**src/rtl/piso_serializer.sv**
```systemverilog
// Parallel-in serial-out transmitter with valid/ready load port and frame flags.
// A new word can be accepted on the last-bit cycle so consecutive frames have no gap.
module piso_serializer #(
  parameter int N         = 8,
  parameter bit MSB_FIRST = 1'b1
) (
  input  logic         clk,
  input  logic         rst,
  input  logic [N-1:0] din,
  input  logic         load_valid,
  output logic         load_ready,
  input  logic         shift_en,
  output logic         sout,
  output logic         sout_valid,
  output logic         sout_first,
  output logic         sout_last,
  output logic         busy
);

  localparam int CW = $clog2(N);
  localparam logic [CW-1:0] LAST = CW'(N - 1);

  typedef enum logic {
    IDLE,
    SHIFT
  } state_t;

  state_t         state_q, state_d;
  logic [N-1:0]   sreg_q, sreg_d;
  logic [CW-1:0]  count_q, count_d;

  logic           accept;
  logic           consume;
  logic           at_last;
  logic           sout_bit;
  logic [N-1:0]   sreg_shifted;

  // Bit order is fixed at elaboration: pick the output tap and shift direction.
  generate
    if (MSB_FIRST) begin : g_msb
      assign sout_bit     = sreg_q[N-1];
      assign sreg_shifted = {sreg_q[N-2:0], 1'b0};
    end else begin : g_lsb
      assign sout_bit     = sreg_q[0];
      assign sreg_shifted = {1'b0, sreg_q[N-1:1]};
    end
  endgenerate

  always_comb begin
    sout_valid = (state_q == SHIFT);
    at_last    = (count_q == LAST);
    sout_first = sout_valid && (count_q == '0);
    sout_last  = sout_valid && at_last;
    busy       = sout_valid;
    sout       = sout_valid && sout_bit;
    load_ready = (state_q == IDLE) || (sout_last && shift_en);
    accept     = load_valid && load_ready;
    consume    = sout_valid && shift_en;
  end

  always_comb begin
    state_d = state_q;
    sreg_d  = sreg_q;
    count_d = count_q;
    unique case (state_q)
      IDLE: begin
        if (accept) begin
          state_d = SHIFT;
          sreg_d  = din;
          count_d = '0;
        end
      end
      SHIFT: begin
        if (consume) begin
          if (!at_last) begin
            sreg_d  = sreg_shifted;
            count_d = count_q + CW'(1);
          end else if (accept) begin
            // Reload on the last bit so the next frame starts without a bubble.
            sreg_d  = din;
            count_d = '0;
          end else begin
            state_d = IDLE;
            sreg_d  = '0;
            count_d = '0;
          end
        end
      end
      default: begin
        state_d = IDLE;
        sreg_d  = '0;
        count_d = '0;
      end
    endcase
  end

  always_ff @(posedge clk or negedge rst) begin
    if (!rst) begin
      state_q <= IDLE;
      sreg_q  <= '0;
      count_q <= '0;
    end else begin
      state_q <= state_d;
      sreg_q  <= sreg_d;
      count_q <= count_d;
    end
  end

endmodule

```
**config.mk**
```make
export PLATFORM = sky130hd
export DESIGN_NAME = piso_serializer
export DESIGN_NICKNAME = d
export VERILOG_FILES = /design/src/rtl/piso_serializer.sv
export SDC_FILE = /design/constraint.sdc
export NUM_CORES = 1
export LEC_CHECK = 0
export BUFFER_PORTS_ARGS = -buffer_cell sky130_fd_sc_hd__buf_4
export CORE_MARGIN = 3
export CORE_UTILIZATION = 48
export DETAILED_ROUTE_END_ITERATION = 6
export MAX_ROUTING_LAYER = met4
export PLACE_DENSITY_LB_ADDON = 0.1
export SLEW_MARGIN = 20
export SYNTH_ARGS = -nofsm -noshare
export SYNTH_HDL_FRONTEND = slang
export SYNTH_SLANG_ARGS = --single-unit
```
**constraint.sdc**
```tcl
create_clock -name clk -period 2.2 [get_ports clk]
set_clock_uncertainty 0.1 [all_clocks]
set_input_delay 0.11 -clock clk [delete_from_list [all_inputs] [get_ports clk]]
set_output_delay 0.11 -clock clk [all_outputs]
set_load 0.05 [all_outputs]
```
==> results.md <==
- Status: finished, final reports clean
- Drt pass-1 iters: 4
- Ports: 18
- Width of the die: roughly 42 µm
- Initial core utilization: 0.535
- Number of max-cap violations: 0
- Share of layout cells above drive strength 1: 0.341
- Most frequent CP cell: ha_1
- Period minus WS final: roughly 1.8 ns
- CTS tree: built
- Post-synthesis net count: between 60 and 70
- Reg2Reg Depth: 5
- Post-synthesis register bit count: 12
- Vias in the first global route: approximately 520
- Max FO, Critical Path: 9
- Global-route wire length before repair: around 2.4 mm
- DRT iter0 DRCs: 18
- Core Region: between 1000 and 1500 µm²
- Buf+Inv Stages, Crit Path: 0
- R2R setup slack: approximately 0.42 ns
- Average size of a mapped cell: between 10 and 15 µm²
- Cell count after synthesis: 54
- Largest net degree at the start of global routing: 13
- Slew @ Worst Pin: approximately 0.55 ns
- DP Wirelength: 904 µm
- Crit share post-route: 0.809
- Critical Path Start Type: flop
- Req. time, crit path: roughly 2.3 ns
- WP depth: 5
- Drt wl/cell: approximately 14 µm
- Post-route ant nets: 0
- Worst path top cell family by delay: simple AND/OR/NAND/NOR gates
- CP endpoint: sreg_q[3]
- Hold Violations, Final: 0
- # DRC: 0
- Worst Setup Path Type: reg2reg
- Total number of vias: ~510
- Overall Global Routing Usage: 0.178
- Crit path DAT: approximately 1.9 ns
- Gr ovfl total: 0
- Nets: 99
- Cell Area, Synth: roughly 630 µm²
- Worst Hold Class: in2reg
- RSZ-0062 raised after global routing: false
- Via density: 5.32
- Root buffer cell: clkbuf_4
- Pwr dens: just over 1000 nW/µm²
- IO Port Bufs: 17
- GPL Wtd Cong: slightly below 0.7
- CP Capture Type: flop
- Crit path cell chain: ha_1 > ha_1 > nor2b_1 > and3_1 > a221o_1
- Slowest stage delay, CP: ~0.42 ns
- Worst-path clk slew: roughly 0.07 ns
- Clock Latency Late Sink: ~0.27 ns
- Top cells by area, synth: dfrtp_1 (48%), a221o_1 (11%), and3_1 (7.0%), ha_1 (6.0%), buf_6 (3.6%)
- Post-synthesis cell type count: 20
- Peak VDD IR: about 0.00061 V
- Slowest CP cell: nor2b_1
- # Post-CTS Setup Buffers: 0
- Leading area contributor after synthesis: dfrtp_1
- Pleak: between 0.4 and 0.5 nW
- Synth top area share: 0.479
- Antenna cells: 0
- Area Overhead vs Synth: 39.1%
- # H-tree levels: 1
- Row count: 12
- Fmax: ~0.56 GHz
- Sum Neg Setup Slack: 0 ns
- Hold wc startpoint: shift_en
- Clk sinks: 12
- Die ar.: 1780 µm²
- Die height: 42.1 µm
- Routed WL: ~1.4 mm
- Reg-to-reg critical path startpoint: count_q[0]
- Num CTS Buffers: 3
- Slew HR: 0.634
- Worst hold slack: about 0.037 ns
- Initial antenna violation count: 0
- Worst R2R End: sreg_q[3]
- Final setup fails: 0
- Clk buf depth: 2
- Post-cts sizing count: 0
- Yosys warnings: 0
- Fin. max-slew vios: 0
- Sequential area share after synthesis: 0.479
- Worst setup path startpoint: count_q[0]
==> placed cells by master (no fill, tap or decap) <==
cell type and n:
clkbuf_4 3, a22o_2 1, nor2_1 2, mux2_2 1, nand3_1 1, or2_2 1
mux2i_1 1, mux2_4 1, dfrtp_1 12, and2_2 2, a221o_1 7, dlygate4sd3_1 10
buf_4 18, a21boi_2 1, nand2_1 3, o21ai_0 2, ha_1 3, inv_1 3
a22o_1 1, and3_1 7, nor2b_1 2
==> power breakdown <==
part	switching, mW	leakage [nW]	total (mW)	internal (mW)
Clock	0.0683	0.0138	0.132	0.0632
Combinational	0.213	0.302	0.395	0.182
Sequential	0.0565	0.154	0.354	0.298
==> sequential cells by signal, summed over array words and instances, names as in the netlist <==
signal / flops
sreg_q: 8
count_q: 3
busy: 1
==> synthesized netlist by cell type, drive strengths merged <==
cell type	instances
ha	3
nand3	1
dfrtp	12
a221o	7
and2	2
buf	3
o21ai	2
a22o	2
nor2	2
and3	7
mux2i	1
mux2	2
or2	1
nand2	3
inv	3
a21boi	1
nor2b	2
==> cell families (layout without fill, tap and decap cells) <==
logic type | count (synthesis) | count (layout) | synth area share
buf+inv | 6 | 34 | 0.0659
simple gates | 18 | 18 | 0.162
fa+ha+maj | 3 | 3 | 0.0599
mux | 3 | 3 | 0.0579
compound gates | 12 | 12 | 0.176
flops | 12 | 12 | 0.479
==> per-stage QoR <==
stage               utilization  setup slack (ns)  power [mW]  area, µm²  cells
finish                    0.745             0.420       0.881        872     96
global route              0.745             0.300       0.934        872     96
CTS                       0.745             0.452       0.881        872     96
detailed placement        0.640             0.464       0.735        749     83
global placement          0.640             0.496       0.728        749     83
floorplan                     -             0.426       0.631        627     54
==> per-layer routing <==
metal,track usage,vias up,wire [µm]
li1,-,256,-
met1,0.243,239,649
met2,0.269,16,655
met3,0.0429,0,74
met4,0.0373,0,0
met5,-,-,0
==> timing repair <==
| item | in CTS | in global routing |
|---|---|---|
| hold buffers | 10 | 0 |
| endpoints found under the hold margin | 21 | 0 |
| endpoints found under the setup margin | 0 | 0 |
==> how the worst min path moves through the flow <==
stage | cells after the start | slack [ns] | to
floorplan | 0 | -0.29 | busy
global route | 3 | 0.06 | count_q[1]
CTS | 3 | 0.04 | count_q[1]
detailed placement | 1 | -0.15 | sreg_q[5]
finish | 3 | 0.04 | count_q[1]
global placement | 1 | -0.15 | count_q[2]
==> tightest hold or removal path: stages <==
cell and delay (ns):
buf_4 0.12, nand3_1 0.06, o21ai_0 0.07
==> final cells by class <==
cell class,count,area (µm²)
repair buffers,28,235
well taps,14,17.5
clock buffers,3,22.5
flip-flops and latches,12,300
multi-input cells,36,285
inverters,3,11.3
fillers,94,299
Power figures use the tool's default switching activity.
